`src/rtl/pipe_pkg.sv`:
```
// Shared types for the pipeline stage latches: occupancy state and the
// per-stage payload structs that set WIDTH via $bits().
package pipe_pkg;

  typedef enum logic [1:0] {
    EMPTY     = 2'd0,
    FULL      = 2'd1,
    SKID_FULL = 2'd2
  } pstate_t;

  typedef struct packed {
    logic [31:0] pc;
    logic [31:0] instr;
  } ifid_payload_t;

  typedef struct packed {
    logic [31:0] pc;
    logic [31:0] rs1_val;
    logic [31:0] rs2_val;
    logic [31:0] imm;
    logic [4:0]  rd;
    logic [3:0]  alu_op;
    logic        mem_rd;
    logic        mem_wr;
    logic        reg_wr;
  } idex_payload_t;

  typedef struct packed {
    logic [31:0] alu_result;
    logic [31:0] store_data;
    logic [4:0]  rd;
    logic        mem_rd;
    logic        mem_wr;
    logic        reg_wr;
  } exmem_payload_t;

  typedef struct packed {
    logic [31:0] wb_data;
    logic [4:0]  rd;
    logic        reg_wr;
  } memwb_payload_t;

  // Replicated to WIDTH by users; an all-zero payload decodes as a NOP.
  localparam logic NOP_PAYLOAD = 1'b0;

endpackage

```
`src/rtl/pipe_reg_elastic_sat_counter.sv`:
```
// Saturating up-counter: increments on inc, sticks at all-ones, cleared only by reset.
module sat_counter #(
  parameter int W = 16
) (
  input  logic         CLK,
  input  logic         nRST,
  input  logic         inc,
  output logic [W-1:0] count
);

  logic [W-1:0] count_reg;

  always_ff @(posedge CLK or negedge nRST) begin
    if (!nRST) begin
      count_reg <= '0;
    end else if (inc && (count_reg != {W{1'b1}})) begin
      count_reg <= count_reg + W'(1);
    end
  end

  assign count = count_reg;

endmodule

```
`src/rtl/pipe_reg_elastic.sv`:
```
// Generic handshaked pipeline stage latch with optional skid slot,
// occupancy reporting and a saturating backpressure stall counter.
module pipe_reg_elastic
  import pipe_pkg::*;
#(
  parameter int WIDTH = 256,
  parameter int SKID  = 1,
  parameter int CNT_W = 16
) (
  input  logic             CLK,
  input  logic             nRST,
  input  logic             en,
  input  logic             flush,
  input  logic             in_valid,
  output logic             in_ready,
  input  logic [WIDTH-1:0] in_data,
  output logic             out_valid,
  input  logic             out_ready,
  output logic [WIDTH-1:0] out_data,
  output logic [1:0]       occupancy,
  output logic [CNT_W-1:0] stall_cnt
);

  localparam logic [WIDTH-1:0] NOP_WORD = {WIDTH{NOP_PAYLOAD}};

  pstate_t          state_reg, state_next;
  logic [WIDTH-1:0] main_reg, main_next;
  logic [WIDTH-1:0] skid_reg, skid_next;
  logic             in_fire, out_fire;

  assign out_valid = (state_reg != EMPTY);
  assign out_data  = main_reg;
  assign occupancy = state_reg;

  generate
    if (SKID != 0) begin : g_skid
      assign in_ready = en & ~flush & (state_reg != SKID_FULL);
    end else begin : g_noskid
      assign in_ready = en & ~flush & (~out_valid | out_ready);
    end
  endgenerate

  assign in_fire  = in_valid & in_ready;
  assign out_fire = out_valid & out_ready & en;

  always_comb begin
    state_next = state_reg;
    main_next  = main_reg;
    skid_next  = skid_reg;
    if (flush) begin
      state_next = EMPTY;
      main_next  = NOP_WORD;
      skid_next  = NOP_WORD;
    end else if (en) begin
      case (state_reg)
        EMPTY: begin
          if (in_fire) begin
            state_next = FULL;
            main_next  = in_data;
          end
        end
        FULL: begin
          if (in_fire && out_fire) begin
            main_next = in_data;
          end else if (in_fire && (SKID != 0)) begin
            state_next = SKID_FULL;
            skid_next  = in_data;
          end else if (out_fire) begin
            // Drain to a zero bubble so downstream sees a clean NOP.
            state_next = EMPTY;
            main_next  = NOP_WORD;
          end
        end
        SKID_FULL: begin
          if (out_fire) begin
            state_next = FULL;
            main_next  = skid_reg;
            skid_next  = NOP_WORD;
          end
        end
        default: begin
          state_next = EMPTY;
          main_next  = NOP_WORD;
          skid_next  = NOP_WORD;
        end
      endcase
    end
  end

  always_ff @(posedge CLK or negedge nRST) begin
    if (!nRST) begin
      state_reg <= EMPTY;
      main_reg  <= '0;
      skid_reg  <= '0;
    end else begin
      state_reg <= state_next;
      main_reg  <= main_next;
      skid_reg  <= skid_next;
    end
  end

  sat_counter #(
    .W (CNT_W)
  ) u_stall_cnt (
    .CLK   (CLK),
    .nRST  (nRST),
    .inc   (out_valid & ~out_ready & en & ~flush),
    .count (stall_cnt)
  );

endmodule
```
`config.mk`:
```
export PLATFORM = sky130hd
export DESIGN_NAME = pipe_reg_elastic
export DESIGN_NICKNAME = d
export VERILOG_FILES = /design/src/rtl/pipe_pkg.sv /design/src/rtl/pipe_reg_elastic_sat_counter.sv /design/src/rtl/pipe_reg_elastic.sv
export SDC_FILE = /design/constraint.sdc
export NUM_CORES = 1
export LEC_CHECK = 0
export BUFFER_PORTS_ARGS = -buffer_cell sky130_fd_sc_hd__buf_2
export CAP_MARGIN = 20
export CORE_UTILIZATION = 36
export DETAILED_ROUTE_END_ITERATION = 7
export GPL_ROUTABILITY_DRIVEN = 0
export GPL_TIMING_DRIVEN = 0
export PLACE_DENSITY = 0.68
export SLEW_MARGIN = 25
export SYNTH_ARGS = -nofsm -noshare
export SYNTH_HDL_FRONTEND = slang
export SYNTH_SLANG_ARGS = --single-unit
```
`constraint.sdc`:
```
create_clock -name CLK -period 2.1 [get_ports CLK]
set_clock_uncertainty 0.1 [all_clocks]
set_input_delay 0.105 -clock CLK [delete_from_list [all_inputs] [get_ports CLK]]
set_output_delay 0.105 -clock CLK [all_outputs]
set_load 0.005 [all_outputs]
```
# After elaboration in Yosys (flattened, before gate mapping)
# Cells that the tools add are included.
dict set report word_totals {
  regBits 530
  inputBits 262
  out_inout_bits 276
  word_cells 55
}
dict set report op_classes {
  add_sub_neg 1
  eq_ne 12
  muxes 20
  n_bitwise 10
  reduce_logical 8
}
# operator n
set op_table {}
lappend op_table {{$mux 256} 10}
lappend op_table {{$pmux 256 s3} 2}
lappend op_table {{$add 16x1->16 const B} 1}
lappend op_table {{$ne 16x16->1 const B} 1}
lappend op_table {{$reduce_and 5->1} 3}
lappend op_table {{$mux 2} 7}
lappend op_table {{$ne 3x3->1 const B} 4}
lappend op_table {{$ne 4x4->1 const B} 3}
lappend op_table {{$and 1x1->1} 8}
lappend op_table {{$pmux 2 s3} 1}
lappend op_table {{$ne 2x2->1 const B} 2}
lappend op_table {{$reduce_bool 2->1} 2}
lappend op_table {{$eq 2x1->1 const B} 1}
lappend op_table {{$eq 2x2->1 const B} 1}
lappend op_table {{$logic_and 1x1->1} 2}
lappend op_table {{$logic_not 2->1} 1}
lappend op_table {{$not 1->1} 2}

# Logic depth before layout (Yosys ltp)
# Gate-level depths: netlist (run 1).
dict set report logic_depth {
  ltp_word 9
  mapped_depth 7
  mapped_depth_nobuf 5
}

# Cells and area by module
# From an unflattened synthesis (run 1), not the netlist that was laid out.
dict set report hier_totals {
  hier_cells 2357
  hier_area_um2 26470.4
}
# mod n_inst cells_per_inst area_per_inst_um2
set by_module_without_submodules {}
lappend by_module_without_submodules {pipe_reg_elastic 1 2280 25585.8}
lappend by_module_without_submodules {sat_counter 1 77 884.6}

# Least setup slack after synthesis (run 1)
# OpenSTA, ideal clock, no wires.
dict set report synth_timing {
  kind {register to register}
  start {reg u_stall_cnt.count_reg[0], in the netlist u_stall_cnt.count[0]}
  end {reg u_stall_cnt.count_reg[1], in the netlist u_stall_cnt.count[1]}
  setup_time_ps 125
  arrival_ps 1748
  required_ps 1875
  setup_slack_ps 127
  path_stages_with_launch 6
  period_less_slack_ps 1973
  cell_sequence {dfrtp_1 ha_1 nand4_1 or4b_4 o21ai_2 mux2_2}
}
dict set report synth_between {
  elab_chain_cells 2
  word_cells_on_any_way 3
  classes_between {add/sub: 1; eq/ne: 1; reduce/logical: 1}
}
# element line
set synth_rtl {}
lappend synth_rtl {{start, declared} pipe_reg_elastic_sat_counter.sv:11} ;# logic [W-1:0] count_reg;
lappend synth_rtl {{start signal, assigned} pipe_reg_elastic_sat_counter.sv:17} ;# count_reg <= count_reg + W'(1);
lappend synth_rtl {{branches (longest 2 deep; another with $add 16x1->16)} n/a}
# Parallel ways; which one is timed is not known.
# A chain may end at the register's enable or synchronous reset.

# Worst setup path in the final report (run 1)
# Ends and elaborated chain as after synthesis.

==> results.sh, run 1 <==
export IMPL_tightest_slew_ns=0.8015
export IMPL_start_util_pct=36.61
export IMPL_multi_input_area_sq_mm=0.01019
export IMPL_die_y_um=267.0
export IMPL_die_area_sq_mm=0.07130
export IMPL_cts_max_path_buffers=3
export IMPL_period_minus_slack_ns=2.038
export IMPL_drt_iter0_markers=1514
export IMPL_maxSlewViolCount=0
export IMPL_synth_edf_count=0
export IMPL_routed_wl_mm=84.56
export IMPL_power_switching_mw=6.669
export IMPL_synth_compound_area_share_pct=15.51
export IMPL_via_count=21880
export IMPL_maxCapViolCount=0
export IMPL_critPathMaxFanout=5
export IMPL_cts_inserted_buffers=59
export IMPL_drtAntennaViolNets=0
export IMPL_fin_nets=3560
export IMPL_path_clk_slew_ns=0.06
export IMPL_clockPowerShare_pct=41.9
export IMPL_crit_required_ns=2.49
export IMPL_synth_top_family_by_area="multiplexers"
export IMPL_drive_gt1_share_pct=25.57
export IMPL_slew_headroom_pct=46.56
export IMPL_p_int_mw=18.50
export IMPL_grt_pass1_vias=22270
export IMPL_start_kind="register"
export IMPL_yosysTopAreaCell="dfrtp_1"
export IMPL_ir_drop_v=0.0006485
export IMPL_hold_ws_ns=0.1819
export IMPL_grtUsageTotal_pct=23.13
export IMPL_power_leakage_nw=16.54
export IMPL_synth_simple_area_share_pct=7.245
export IMPL_finalHoldViolations=0
export IMPL_muxShareOfSynthArea_pct=16.80
export IMPL_syn_area_sq_mm=0.02528
export IMPL_area_growth_pct=37.24
export IMPL_end_kind="register"
export IMPL_min_period_over_period_pct=97.06
export IMPL_cts_sinks=530
export IMPL_r2r_worst_path_cells=5
export IMPL_yosys_area_share_xor_xnor_pct=0.4850
export IMPL_hp_class="in2reg"
export IMPL_synth_avg_cell_area_sq_um=10.46
export IMPL_die_w_um=267.0
export IMPL_cts_tree="done"
export IMPL_drt_vias_per_instance=5.104
export IMPL_synth_common_cells="dfrtp_1 (530), mux2i_1 (422), inv_1 (261)"
export IMPL_placementRows=96
export IMPL_io_buffer_count=536
export IMPL_max_freq_mhz=490.6
export IMPL_p_per_area_mw_per_mm2=725.2
export IMPL_hpwlAfterDp_mm=58.24
export IMPL_drc=0
export IMPL_hold_depth=4
export IMPL_critPathArrivalTime_ns=2.43
export IMPL_synthFlopType="dfrtp_1"
export IMPL_pwr_share_seq_pct=43.7
export IMPL_coreArea_sq_mm=0.06907
export IMPL_grt_overflow=0
export IMPL_synth_seq_cells=530
export IMPL_h_tree_depth=2
export IMPL_synth_top_area_share_pct=52.45
export IMPL_combPwrFrac_pct=14.5
export IMPL_antenna_found_initial=14
export IMPL_syn_nets=2680
export IMPL_setup_viol=0
export IMPL_clk_insertion_delay_late_ns=0.61
export IMPL_rsz0062_at_grt="true"
export IMPL_critPathKind="reg2reg"
export IMPL_netlist_cell_type_count=39
export IMPL_seqCellArea_sq_mm=0.01327
export IMPL_cts_root_buf="clkbuf_16"
export IMPL_grt_pass1_wl_mm=128.9
export IMPL_io_pins=538
export IMPL_yosys_warnings=0
export IMPL_dr_pass1_iters=6
export IMPL_synth_area_leaders="dfrtp_1 (52%), mux2i_1 (17%), o2bb2ai_1 (8.9%)"
export IMPL_outcome="completed"
export IMPL_synth_fa_ha_area_share_pct=0.04949
export IMPL_routedWlPerCell_um=19.72
export IMPL_fill_cells=6166
export IMPL_yosysSeqAreaShare_pct=52.45
export IMPL_grt_max_degree=90
export IMPL_synthArstFlopShare_pct=100.0
export IMPL_yosysMostFrequentCell="dfrtp_1"
export IMPL_syn_inst=2417
export IMPL_tns_ns=0
export IMPL_switching_share_pct=26.50
[layout make-up]
class	instances	area share, %
multi-input cells	1434	29.36
repair buffers	819	16.38
plain buffers	192	4.074
flip-flops and latches	530	38.23
clock buffers	88	5.088
clock inverters	20	0.5985
diodes	13	0.09375
inverters	261	2.823
well taps	931	3.357
[power by group through the flow]
stage,Clock (mW),Combinational (mW),Sequential (mW)
final,10.5,3.64,11.0
after global placement,0,2.96,11.2
after CTS,10.8,3.55,11.0
after floorplan,0,1.53,11.1
after detailed placement,0,3.05,11.2
after global routing,11.1,3.98,11.0
[per-layer routing]
| layer | up-vias | share of wire, % | GRT usage, % |
|---|---|---|---|
| met4 | 6 | 4.3 | 9.755 |
| met5 | - | 0.031 | 0 |
| met3 | 195 | 6.3 | 4.687 |
| met2 | 730 | 47 | 37.93 |
| met1 | 10860 | 42 | 29.63 |
| li1 | 10100 | - | - |
[stage by stage]
stage,power [mW],util (%),instance area (sq um),instances,worst slack (ns)
global placement,14.12,42.18,29130,3884,-10.56
global route,26.10,50.22,34690,4283,-0.03553
floorplan,12.66,-,25280,2417,0.1275
finish,25.16,50.24,34700,4288,0.06181
CTS,25.29,49.71,34330,4264,-0.02177
detailed placement,14.20,42.48,29340,3891,-0.4711
[critical path, stage by stage, from the launching register on]
cell,delay (ns)
dfrtp_2,0.38
ha_2,0.19
nand4_1,0.13
or4b_4,0.62
o21ai_4,0.16
mux2_2,0.34
[worst paths after layout]
| path | from | endpoint | slack (ns) |
|---|---|---|---|
| hold / removal | in_data[121] | skid_reg[121] | 0.18 |
| setup reg to reg | u_stall_cnt.count[0] | u_stall_cnt.count[1] | 0.06 |
| max in group asynchronous | nRST | skid_reg[193] | 0.20 |
| min in group asynchronous | nRST | out_data[133] | 0.51 |
| setup / recovery | u_stall_cnt.count[0] | u_stall_cnt.count[1] | 0.06 |
| hold reg to reg | out_data[73] | out_data[73] | 0.38 |
[cell families after synthesis]
group	count (synthesis)
compound gates	532
flops	530
simple gates	463
buf+inv	453
mux	424
xor+xnor	14
fa+ha+maj	1
[repair_timing]
| item | in CTS | in global routing |
|---|---|---|
| hold buffers | 263 | 0 |
| pin swaps | 1 | 2 |
| gates cloned | 0 | 2 |
| gates resized for setup | 149 | 121 |
| endpoints found under the setup margin | 509 | 502 |
| buffers inserted | 2 | 9 |
| endpoints found under the hold margin | 695 | 0 |
[placed cells by master, fill, tap and decap left out, types with 3 or more instances in the layout]
cell type      instances
o211ai_2               6
nor2_4                 3
nand3_1                3
nand2_1              260
nor2_1               170
clkbuf_1              23
a21oi_1              169
buf_4                 54
diode_2               13
clkbuf_4              28
xnor2_1               14
dlygate4sd3_1        262
clkinv_2               7
nand2b_1               4
inv_1                261
clkinvlp_4             4
bufinv_16              3
mux2i_1              422
inv_6                  3
clkbuf_2              42
buf_16                 7
dfrtp_1              528
clkbuf_8              18
buf_6                 32
o2bb2ai_1            257
clkbuf_16             62
buf_12                 5
a22oi_1               92
clkinv_4               3
buf_2                560
buf_8                  4
nand4_1                6
Power figures use the tool's default switching activity.
==> inputs of run 2 (changes only) <==
--- a/config.mk
+++ b/config.mk
@@ -11,8 +11,10 @@
 export DETAILED_ROUTE_END_ITERATION = 7
 export GPL_ROUTABILITY_DRIVEN = 0
 export GPL_TIMING_DRIVEN = 0
-export PLACE_DENSITY = 0.68
+export PLACE_DENSITY = 0.69
+export RECOVER_POWER = 50
 export SLEW_MARGIN = 25
 export SYNTH_ARGS = -nofsm -noshare
 export SYNTH_HDL_FRONTEND = slang
+export SYNTH_HIERARCHICAL = 1
 export SYNTH_SLANG_ARGS = --single-unit
==> constraint.sdc (replaced) <==
create_clock -name CLK -period 1.7 [get_ports CLK]
set_clock_uncertainty 0.1 [all_clocks]
set_input_delay 0.085 -clock CLK [delete_from_list [all_inputs] [get_ports CLK]]
set_output_delay 0.085 -clock CLK [all_outputs]
set_load 0.005 [all_outputs]
==> run 2 against run 1 <==
  * The run now ends with hold timing, setup timing left
  * Die area increased by 4.7%
  * Highest routed layer unchanged
  * Largest cell class unchanged
  * Synthesized cell count decreased by 2.5%
  * Core utilization increased by 2.0 points
==> results.sh, run 2 <==
export IMPL_outcome="finished, violations left"
export IMPL_violations="hold timing, setup timing"
export IMPL_drtAntennaViolNets=0
export IMPL_tightest_slew_ns=1.074
export IMPL_pwr_share_seq_pct=42.3
export IMPL_setup_viol=661
export IMPL_drive_gt1_share_pct=28.74
export IMPL_start_util_pct=36.34
export IMPL_fin_nets=3588
export IMPL_period_minus_slack_ns=2.115
export IMPL_synthArstFlopShare_pct=100.0
export IMPL_power_mw=32.16
export IMPL_synth_edf_count=0
export IMPL_cts_root_buf="clkbuf_16"
export IMPL_routedWlPerCell_um=20.10
export IMPL_start_kind="register"
export IMPL_yosysSeqAreaShare_pct=50.10
export IMPL_drt_iter0_markers=1411
export IMPL_place_ws_ns=-1.014
export IMPL_reg2reg_from="occupancy[0]"
export IMPL_placementRows=99
export IMPL_grt_max_degree=88
export IMPL_rsz0062_at_grt="true"
export IMPL_critPathMaxFanout=8
export IMPL_io_pins=538
export IMPL_h_tree_depth=2
export IMPL_netlist_cell_type_count=43
export IMPL_cp_top_family="buffers and inverters"
export IMPL_critPathArrivalTime_ns=2.53
export IMPL_synth_seq_cells=530
export IMPL_critPathKind="reg2reg"
export IMPL_synthFlopType="dfrtp_1"
export IMPL_clockPowerShare_pct=41.1
export IMPL_yosysTopAreaCell="dfrtp_1"
export IMPL_syn_inst=2357
export IMPL_die_w_um=273.2
export IMPL_die_y_um=273.2
export IMPL_critPathMaxStageDelay_ns=0.39
export IMPL_syn_area_sq_mm=0.02647
export IMPL_io_buffer_count=536
export IMPL_p_int_mw=23.72
export IMPL_antenna_found_initial=5
export IMPL_cts_inserted_buffers=60
export IMPL_synth_area_leaders="dfrtp_1 (50%), mux2i_1 (19%), a22o_1 (8.5%)"
export IMPL_cp_cell_sequence="buf_6 > buf_6 > o21ai_4 > a21oi_2 > nor2_4 > buf_12 > buf_16 > buf_12 > buf_12 > mux2i_2"
export IMPL_wl_met3_mm=5.133
export IMPL_final_cell_mix="buf_2 (555), dfrtp_1 (530), mux2i_1 (505), nand2_1 (261), dlygate4sd3_1 (261)"
export IMPL_grt_pass1_wl_mm=132.1
export IMPL_synth_avg_cell_area_sq_um=11.23
export IMPL_met1_length_mm=36.65
export IMPL_setup_ws_ns=-0.4148
export IMPL_route_met2_wl_mm=42.61
export IMPL_power_switching_mw=8.435
export IMPL_maxSlewViolCount=0
export IMPL_yosysMostFrequentCell="dfrtp_1"
export IMPL_final_common_cell="buf_2"
export IMPL_hpwlAfterDp_mm=56.69
export IMPL_cts_tree="done"
export IMPL_power_leakage_nw=17.73
export IMPL_clk_insertion_delay_late_ns=0.63
export IMPL_via_count=22400
export IMPL_highest_layer="met5"
export IMPL_yosys_warnings=6
export IMPL_grt_overflow=0
export IMPL_synth_top_area_share_pct=50.10
export IMPL_tns_ns=-152.46
export IMPL_path_clk_slew_ns=0.06
export IMPL_cts_sinks=530
export IMPL_finalHoldViolations=42
export IMPL_hp_class="in2async"
export IMPL_drt_vias_per_instance=5.172
export IMPL_cts_max_path_buffers=3
export IMPL_min_period_over_period_pct=124.4
export IMPL_r2r_worst_path_cells=10
export IMPL_die_area_sq_mm=0.07462
export IMPL_dr_pass1_iters=7
export IMPL_slew_headroom_pct=28.39
export IMPL_timing_rr_end="skid_reg[51]"
export IMPL_max_freq_mhz=472.9
export IMPL_coreArea_sq_mm=0.07283
export IMPL_grtUsageTotal_pct=22.49
export IMPL_rrSetupSlack_ns=-0.41
export IMPL_p_per_area_mw_per_mm2=845.6
export IMPL_end_kind="register"
export IMPL_drc=0
export IMPL_maxCapViolCount=0
export IMPL_hold_ws_ns=-0.04148
export IMPL_grt_pass1_vias=22720
export IMPL_routed_wl_mm=87.06
export IMPL_crit_required_ns=2.12
export IMPL_synth_common_cells="dfrtp_1 (530), mux2i_1 (513), nand2_1 (262)"
export IMPL_combPwrFrac_pct=16.5
export IMPL_switching_share_pct=26.23
export IMPL_cp_slowest_cell="dfrtp_1"
export IMPL_cpMostUsedCell="buf_12"
export IMPL_ir_drop_v=0.0007723
export IMPL_critPathBufInv=6
export IMPL_area_growth_pct=43.66
export IMPL_syn_nets=2620
export IMPL_finalCoreUtilization_pct=52.21
[run 2: how the worst max path moves through the flow]
stage / depth (start not counted) / to / start
after detailed placement: 7 / out_data[142] / occupancy[1]
final: 10 / skid_reg[51] / occupancy[0]
after global routing: 10 / skid_reg[51] / occupancy[0]
after CTS: 10 / u_stall_cnt/count[15] / occupancy[0]
after floorplan: 9 / u_stall_cnt/count[15] / occupancy[0]
after global placement: 1 / skid_reg[248] / nRST
[run 2: metrics by stage]
stage	cell area, sq um	cells
after floorplan	26540	2357
after detailed placement	30630	3859
after global routing	38020	4331
final	38030	4332
after global placement	30430	3852
after CTS	37770	4308
[run 2: per-layer routing]
layer	vias to the layer above	track usage, %
li1	10380	-
met1	11160	28.64
met2	692	37.91
met3	169	4.428
met4	2	7.836
met5	-	0
[run 2: area by class of cell]
cell class	instances	area [sq um]
clock inverters	18	209.0
multi-input cells	1369	11380
well taps	959	1200
repair buffers	913	7254
diodes	5	12.51
flip-flops and latches	530	13260
inverters	258	980.9
fillers	6241	34810
clock buffers	87	1784
plain buffers	193	1947
[run 2: repair_timing]
item                                    CTS  global route
cloned                                   30             4
buffers inserted                         49            28
endpoints found under the hold margin   695            95
endpoints found under the setup margin  531           581
pin swaps                                10             8
gates resized for setup                 327           113
hold buffers                            265             2
[run 2: cell families (layout without fill, tap and decap cells)]
group	count (synthesis)	after routing	synth area share (%)
simple gates	310	310	5.020
mux	516	516	19.55
xor+xnor	7	7	0.2316
buf+inv	458	1469	7.478
compound gates	535	535	17.56
other cells	0	5	0
fa+ha+maj	1	1	0.04726
flops	530	530	50.10
[run 2: worst min-delay path, stage by stage]
cell,delay (ns)
buf_8,0.08
buf_16,0.08
clkbuf_2,0.13
buf_16,0.10
clkbuf_1,0.23
buf_16,0.40
[run 2: power groups by stage]
stage               sequential, mW  clock (mW)  combinational, mW
floorplan                     13.8           0               1.99
global placement              13.8           0               3.75
detailed placement            13.8           0               3.87
CTS                           13.6        13.5               5.25
global route                  13.7        14.0               5.74
finish                        13.6        13.2               5.32
